### config.mk
export PLATFORM = sky130hd
export DESIGN_NAME = instr_fetch_unit
export DESIGN_NICKNAME = d
export VERILOG_FILES = /design/src/rtl/instr_fetch_unit_pkg.sv /design/src/rtl/instr_queue.sv /design/src/rtl/instr_fetch_unit.sv
export SDC_FILE = /design/constraint.sdc
export NUM_CORES = 1
export LEC_CHECK = 0
export CORE_MARGIN = 4
export CORE_UTILIZATION = 53
export DETAILED_ROUTE_END_ITERATION = 16
export PLACE_DENSITY = 0.78
export SLEW_MARGIN = 20
export SYNTH_ARGS = -nofsm -noshare
export SYNTH_HDL_FRONTEND = slang
export SYNTH_SLANG_ARGS = --single-unit
export TNS_END_PERCENT = 100
### constraint.sdc
create_clock -name clk -period 5.9 [get_ports clk]
set_input_delay 1.475 -clock clk [delete_from_list [all_inputs] [get_ports clk]]
set_output_delay 1.475 -clock clk [all_outputs]
set_load 0.02 [all_outputs]
### src/rtl/instr_fetch_unit_pkg.sv
// Shared definitions for the instruction fetch unit: widths, reset PC, FSM states and the
// bit positions of the instruction fields presented to the control unit.
package instr_fetch_unit_pkg;

    localparam int unsigned PC_W    = 16;
    localparam int unsigned INSTR_W = 32;

    localparam logic [PC_W-1:0] RESET_PC = 16'h0000;

    localparam int unsigned OPCODE_MSB = 31;
    localparam int unsigned OPCODE_LSB = 28;
    localparam int unsigned F_MSB      = 27;
    localparam int unsigned F_LSB      = 24;
    localparam int unsigned RD_MSB     = 23;
    localparam int unsigned RD_LSB     = 20;
    localparam int unsigned RN_MSB     = 19;
    localparam int unsigned RN_LSB     = 16;
    localparam int unsigned IMM_MSB    = 15;
    localparam int unsigned IMM_LSB    = 0;

    typedef enum logic [1:0] {
        S_IDLE    = 2'd0,
        S_REQ     = 2'd1,
        S_DISCARD = 2'd2,
        S_WAIT    = 2'd3
    } fetch_state_e;

    typedef struct packed {
        logic [INSTR_W-1:0] instr;
        logic [PC_W-1:0]    pc;
    } queue_entry_t;

endpackage

### src/rtl/instr_queue.sv
// Two-entry FIFO of fetched {instr, pc}; entry0 is always the head.
// Flush wins over push/pop; push+pop together keeps the count unchanged.
module instr_queue
    import instr_fetch_unit_pkg::*;
(
    input  logic               clk,
    input  logic               rst,
    input  logic               push_i,
    input  logic               pop_i,
    input  logic               flush_i,
    input  logic [INSTR_W-1:0] push_instr_i,
    input  logic [PC_W-1:0]    push_pc_i,
    output logic [1:0]         count_o,
    output logic [INSTR_W-1:0] head_instr_o,
    output logic [PC_W-1:0]    head_pc_o
);

    queue_entry_t entry0_q, entry0_d;
    queue_entry_t entry1_q, entry1_d;
    logic [1:0]   count_q, count_d;
    queue_entry_t push_entry;

    assign push_entry = '{instr: push_instr_i, pc: push_pc_i};

    always_comb begin
        entry0_d = entry0_q;
        entry1_d = entry1_q;
        count_d  = count_q;
        if (flush_i) begin
            count_d = 2'd0;
        end else begin
            case ({push_i, pop_i})
                2'b10: begin
                    if (count_q == 2'd0) begin
                        entry0_d = push_entry;
                    end else begin
                        entry1_d = push_entry;
                    end
                    count_d = count_q + 2'd1;
                end
                2'b01: begin
                    entry0_d = entry1_q;
                    count_d  = count_q - 2'd1;
                end
                2'b11: begin
                    // With one entry the pushed word becomes the new head directly.
                    if (count_q == 2'd1) begin
                        entry0_d = push_entry;
                    end else begin
                        entry0_d = entry1_q;
                        entry1_d = push_entry;
                    end
                end
                default: ;
            endcase
        end
    end

    always_ff @(posedge clk or posedge rst) begin
        if (rst) begin
            entry0_q <= '0;
            entry1_q <= '0;
            count_q  <= 2'd0;
        end else begin
            entry0_q <= entry0_d;
            entry1_q <= entry1_d;
            count_q  <= count_d;
        end
    end

    assign count_o      = count_q;
    assign head_instr_o = entry0_q.instr;
    assign head_pc_o    = entry0_q.pc;

endmodule

### src/rtl/instr_fetch_unit.sv
// Instruction fetch unit: issues word reads to instruction memory, buffers results in a
// two-entry queue and redirects on taken jumps, discarding any in-flight stale read.
module instr_fetch_unit
    import instr_fetch_unit_pkg::*;
#(
    parameter logic [PC_W-1:0] RESET_PC = instr_fetch_unit_pkg::RESET_PC,
    parameter int unsigned     QDEPTH   = 2
) (
    input  logic               clk,
    input  logic               rst,
    output logic               imem_req,
    output logic [PC_W-1:0]    imem_addr,
    input  logic               imem_ack,
    input  logic [INSTR_W-1:0] imem_rdata,
    input  logic               stall,
    input  logic               salto,
    input  logic [PC_W-1:0]    salto_target,
    output logic               instr_valid,
    output logic [3:0]         opcode,
    output logic [3:0]         f,
    output logic [3:0]         rd,
    output logic [3:0]         rn,
    output logic [15:0]        imm,
    output logic [PC_W-1:0]    pc_out
);

    localparam logic [1:0] QFULL = 2'(QDEPTH);

    fetch_state_e       state_q, state_d;
    logic [PC_W-1:0]    pc_q, pc_d;
    logic [PC_W-1:0]    disc_addr_q, disc_addr_d;

    logic               push, pop, flush, salto_taken;
    logic [1:0]         count;
    logic [1:0]         count_after_push;
    logic [INSTR_W-1:0] head_instr;
    logic [PC_W-1:0]    head_pc;

    instr_queue u_queue (
        .clk          (clk),
        .rst          (rst),
        .push_i       (push),
        .pop_i        (pop),
        .flush_i      (flush),
        .push_instr_i (imem_rdata),
        .push_pc_i    (pc_q),
        .count_o      (count),
        .head_instr_o (head_instr),
        .head_pc_o    (head_pc)
    );

    assign instr_valid      = (count != 2'd0);
    assign pop              = instr_valid && !stall;
    assign salto_taken      = salto && pop;
    assign flush            = salto_taken;
    assign count_after_push = count + 2'd1 - {1'b0, pop};

    always_comb begin
        state_d     = state_q;
        pc_d        = pc_q;
        disc_addr_d = disc_addr_q;
        push        = 1'b0;
        imem_req    = 1'b0;
        imem_addr   = '0;
        case (state_q)
            S_IDLE: begin
                state_d = S_REQ;
            end
            S_REQ: begin
                imem_req  = 1'b1;
                imem_addr = pc_q;
                if (salto_taken) begin
                    pc_d = salto_target;
                    // Without an ack the read stays in flight and its data must be dropped.
                    if (!imem_ack) begin
                        state_d     = S_DISCARD;
                        disc_addr_d = pc_q;
                    end
                end else if (imem_ack) begin
                    push = 1'b1;
                    pc_d = pc_q + 1'b1;
                    if (count_after_push >= QFULL) begin
                        state_d = S_WAIT;
                    end
                end
            end
            S_WAIT: begin
                if (salto_taken) begin
                    pc_d    = salto_target;
                    state_d = S_REQ;
                end else if (count < QFULL) begin
                    state_d = S_REQ;
                end
            end
            S_DISCARD: begin
                imem_req  = 1'b1;
                imem_addr = disc_addr_q;
                if (imem_ack) begin
                    state_d = S_REQ;
                end
            end
            default: state_d = S_IDLE;
        endcase
    end

    always_ff @(posedge clk or posedge rst) begin
        if (rst) begin
            state_q     <= S_IDLE;
            pc_q        <= RESET_PC;
            disc_addr_q <= '0;
        end else begin
            state_q     <= state_d;
            pc_q        <= pc_d;
            disc_addr_q <= disc_addr_d;
        end
    end

    // Stale entries left behind by a flush never leak onto the decode fields.
    assign opcode = instr_valid ? head_instr[OPCODE_MSB:OPCODE_LSB] : '0;
    assign f      = instr_valid ? head_instr[F_MSB:F_LSB]           : '0;
    assign rd     = instr_valid ? head_instr[RD_MSB:RD_LSB]         : '0;
    assign rn     = instr_valid ? head_instr[RN_MSB:RN_LSB]         : '0;
    assign imm    = instr_valid ? head_instr[IMM_MSB:IMM_LSB]       : '0;
    assign pc_out = instr_valid ? head_pc                           : '0;

endmodule
Yosys cells after proc, flatten, opt, wreduce, memory -nomap -nowiden
Index checks and enable logic that the tools add are counted.

Bits in registers: 132. Output and inout bits: 66.

$add $sub $neg: 4. Order comparisons: 2. Eq/ne operators: 16. Mux-type cells: 31. Bitwise operators: 2. Reduce and logical (&&, ||, !) cells: 16.

Operators by type and width (number): 48-bit two-way mux (4); 48-bit one-hot mux with 3 select lines (1); 48-bit one-hot mux with 2 select lines (1); 16-bit two-way mux (5); 16-bit one-hot mux with 2 select lines (2); 16-bit by 1-bit adder with 16-bit output (second input constant) (1); 2-bit two-way mux (8); 4-bit two-way mux (4); 3-bit != test (second input constant) (4); 3-bit AND reduction (3); 2-bit == test (second input constant) (4); 2-bit != test (second input constant) (4); 2-bit one-hot mux with 4 select lines (1); 2-bit by 1-bit == test with 1-bit output (second input constant) (3); 2-bit nonzero test (3); 3-bit nonzero test (2); 5-bit AND reduction (1); 2-bit zero test (2); 1-bit two-way mux (4); 2-bit one-hot mux with 2 select lines (1); 4-bit AND reduction (1); 2-bit by 1-bit adder with 2-bit output (second input constant) (1); 2-bit >= comparator (second input constant) (1); 1-bit logical AND (2); 7 further kinds (8).

Longest topological paths before layout
Depth in word-level cells: 8. Depth in mapped cells: 9. Gate-level depth less buffers: 6.

By module
From an unflattened synthesis, not the netlist that was laid out.

Cells, all modules: 548. Area total of the unflattened synthesis: 6791.5 um2.

Modules (own cells, without submodules): instr_queue (times used 1, cells each 277, area each 4396.7 um2); instr_fetch_unit (times used 1, cells each 271, area each 2394.8 um2).

Worst setup path after synthesis
OpenSTA, ideal clock, no wires.

Kind: register to output. From: reg state_q[1]. To: out imem_addr[10]. Data arrival time: 1621 ps. Required time: 4425 ps. Slack: 2804 ps. Stages on the path, launching flop included: 7. Path buffers: 2. Cells stage by stage: dfrtp_1 -> inv_1 -> ha_1 -> clkbuf_1 -> buf_1 -> a22oi_1 -> nor2_1.

Word-level cells in the longest chain between the ends: 2. Elaborated cells on any way between the ends: 3. Classes of those cells: 2 x eq/ne; 1 x mux.

Ends and longest elaborated chain: from (decl) (RTL line instr_fetch_unit.sv:29) `fetch_state_e state_q, state_d;`; from (signal assigned) (RTL line instr_fetch_unit.sv:112) `state_q <= state_d;`; 2-bit == test / 2-bit by 1-bit == test with 1-bit output (equally long branches) (RTL line instr_fetch_unit.sv:65) `case (state_q)`; 16-bit one-hot mux with 2 select lines (*) (RTL line instr_fetch_unit.sv:65); to (decl) (RTL line instr_fetch_unit.sv:12) `output logic [PC_W-1:0] imem_addr,`.

Mark *: on every way between the ends. The rest lies on a longest branch, timed or not.

Worst setup path after layout
From: reg u_queue.count_q[1], in the netlist u_queue.count_o[1]. To: out instr_valid.

Word-level cells in the longest chain between the ends: 1.

Ends and longest elaborated chain: from (decl) (RTL line instr_queue.sv:20) `logic [1:0] count_q, count_d;`; from (signal assigned) (RTL line instr_queue.sv:67) `count_q <= count_d;`; 2-bit nonzero test (RTL line instr_fetch_unit.sv:52) `assign instr_valid = (count != 2'd0);`; to (decl) (RTL line instr_fetch_unit.sv:18) `output logic instr_valid,`.

No other way between the ends.

==> metrics.cfg <==
[cts]
clk_pin_slew_ps = 50
clkLatencyLatePin_ps = 420
cts_root_buf = clkbuf_16
ctsHoldBuffers = 0
cts_tree = done
numCtsBuffers = 17
htreeDepth = 4
ctsResizeCount = 0
clockBufferDepth = 2
cts_sinks = 132
post-cts-setup-buffer-count = 0

[logic_synthesis]
synthFlopType = dfrtp_1
synth-edff-count = 0
ys_seq_area_share_pct = 50.38
yosysWarnings = 0
synth_area_sq_mm = 0.006556
synth.distinct_cells = 47
syn_nets = 679
ys_ff_latch = 132
avgSynthCellArea_sq_um = 10.57
netlist_instances = 620
ys_async_sr_fraction_pct = 100.0

[final_layout]
final_nets = 773
utilization_pct = 69.77
final_common_cell = dfrtp_1
fillCellCount = 923
layout_common_cells = dfrtp_1 (132), clkdlybuf4s50_1 (118), nor2_1 (72)
drive_above_1_share_pct = 14.36
syn2layout_area_growth_pct = 28.36
diodes = 0

[pwr]
cellPowerDensity_mw_per_mm2 = 628.8
leakagePower_nw = 3.645
peakVddDrop_mv = 0.3188

[hold_path]
hold_path_end = disc_addr_q[9]
hp-class = register to register
hold_start = disc_addr_q[9]
hold_depth = 2

[drt]
via_count = 5080
wl_per_cell_um = 17.22
antenna_left = 0
drt-initial-drc-count = 388
first_pass_iters = 6
drc = 0
via_per_inst = 5.695
routed_wl_um = 15360

[worst_setup_path]
cp.depth = 4
timing.rr.start = state_q[1]
worst_ep_required_time_ps = 4430
cpPeakStageDelay_ps = 910
crit_chain = inv_1 -> ha_2 -> inv_1 -> clkdlybuf4s50_1
crit_slowest_cell = ha_2
crit_family = buffers and inverters
crit_fanout = 56
r2r_end = u_queue.head_instr_o[18]
crit_arrival_ps = 2770
start_kind = register
crit_top_cell = inv_1
cp_num_buf_inv = 3
r2r_cells = 7
crit_type = register to output port
critPathCaptureType = output port
ff2ff_setup_slack_ps = 2530

[timing]
finalCritPeriodShare_pct = 72.00
worst_pin_slew_ps = 1069
relSlewSlack_pct = 28.73
tns_ps = 0
post-route-min-period_ps = 4248
fmax_mhz = 235.4
setup_viol = 0
finClkSkew_ps = 5.445
hold_viol = 0
rsz0062_at_grt = false
slew_viol_final = 0

[global_route]
grt_overflow = 0
antenna_found_initial = 0
grt_usage_pct = 22.12
grt_max_degree = 63
grt_pass1_vias = 5035
grt_pass1_wl_um = 25340

[floorplan]
coreArea_sq_mm = 0.01206
dieArea_sq_mm = 0.01421
rows = 40
dieWidth_um = 119.2
initial_core_util_pct = 54.36
die_h_um = 119.2
io_pins = 119

[placed_design]
io_buffers = 118
place_congestion = 0.8831
hpwl_um = 10250

[job]
cap_violations = 0

[status]
outcome = finished, final reports clean

-- synth_stat cells, types with 2 or more instances --
master / instances / area, sq um
a211oi_1: 2 / 15.01
a21oi_1: 65 / 325.3
a22oi_1: 18 / 135.1
a2bb2oi_1: 8 / 70.07
a31oi_1: 2 / 12.51
and2_1: 2 / 12.51
and3_1: 3 / 18.77
and4_1: 4 / 35.03
buf_1: 3 / 11.26
buf_2: 16 / 80.08
buf_4: 2 / 15.01
clkbuf_1: 28 / 105.1
dfrtp_1: 132 / 3303
ha_1: 6 / 75.07
inv_1: 10 / 37.54
mux2_2: 56 / 630.6
mux2_4: 6 / 90.09
mux2i_1: 49 / 490.5
nand2_1: 20 / 75.07
nand2b_1: 3 / 18.77
nand3_1: 6 / 30.03
nand4_1: 6 / 37.54
nor2_1: 73 / 274.0
nor2b_1: 49 / 306.5
nor3_1: 4 / 20.02
nor3b_1: 2 / 15.01
o211ai_1: 3 / 22.52
o21ai_0: 14 / 70.07
o21ai_1: 2 / 10.01
o22a_1: 2 / 17.52
o22ai_1: 6 / 37.54
o2bb2ai_1: 3 / 26.28
-- state kept, by name (all words and copies together), names as in the netlist --
signal	flops
u_queue.head_pc_o	16
pc_q	16
u_queue.count_o	2
disc_addr_q	16
state_q	2
u_queue.head_instr_o	32
u_queue.entry1_q	48
-- worst reg2reg max path: cells and delay by family (launching register included) --
| kind | cells | cell delay [ps] |
|---|---|---|
| AOI/OAI and AO/OA | 2 | 860 |
| adders and majority gates | 1 | 830 |
| and+or+nand+nor | 1 | 460 |
| buffers and inverters | 2 | 430 |
| DFF | 1 | 400 |
| muxes | 1 | 260 |
-- layer usage --
metal / vias to the layer above / track usage [%] / wire length (um)
li1: 2366 / - / -
met4: 0 / 7.096 / 219
met3: 20 / 5.223 / 956
met5: - / 0 / 0
met1: 2498 / 29.64 / 6947
met2: 196 / 35.71 / 7238
-- logic make-up (layout without fill, tap and decap cells) --
family / Yosys count / count (layout) / synth area share (%)
AOI/OAI and AO/OA: 130 / 130 / 12.00
muxes: 111 / 111 / 18.47
buffers and inverters: 61 / 165 / 4.198
DFF: 132 / 132 / 50.38
adders and majority gates: 6 / 6 / 1.145
xor gates and xnor gates: 1 / 1 / 0.1336
and+or+nand+nor: 179 / 179 / 13.66
-- through the flow --
step                      setup slack, ps  power (mW)  hold slack (ps)  area (sq um)  cells
after floorplan                     899.0       3.317            449.9          6556    620
after global placement               2060       4.180            464.3          7828    863
after detailed placement             1967       4.266            475.8          7828    863
after CTS                            1663       5.320            488.2          8413    892
after global routing                 1486       5.626            510.6          8416    892
final                                1652       5.292            482.7          8416    892
-- report_power, final --
group | internal, mW | switching (mW)
clock | 0.680 | 0.359
sequential | 1.36 | 0.319
combinational | 1.23 | 1.34
total | 3.27 | 2.02
-- how the worst max path moves through the flow --
stage / startpoint / to
global placement: imem_ack / u_queue.head_instr_o[28]
CTS: u_queue.count_o[1] / instr_valid
global route: u_queue.count_o[1] / instr_valid
floorplan: rst / disc_addr_q[0]
finish: u_queue.count_o[1] / instr_valid
detailed placement: salto / pc_q[9]
-- cell type report --
type / count / area (sq um) / share of cell area [%]
clock buffer: 25 / 515.5 / 6.125
tap: 168 / 210.2 / 2.498
clock inverter: 4 / 70.07 / 0.8326
sequential: 132 / 3303 / 39.25
timing repair buffer: 126 / 1266 / 15.05
multi-input combinational: 427 / 3010 / 35.77
inverter: 10 / 40.04 / 0.4758
No activity file was read; power rests on OpenSTA's default activity.
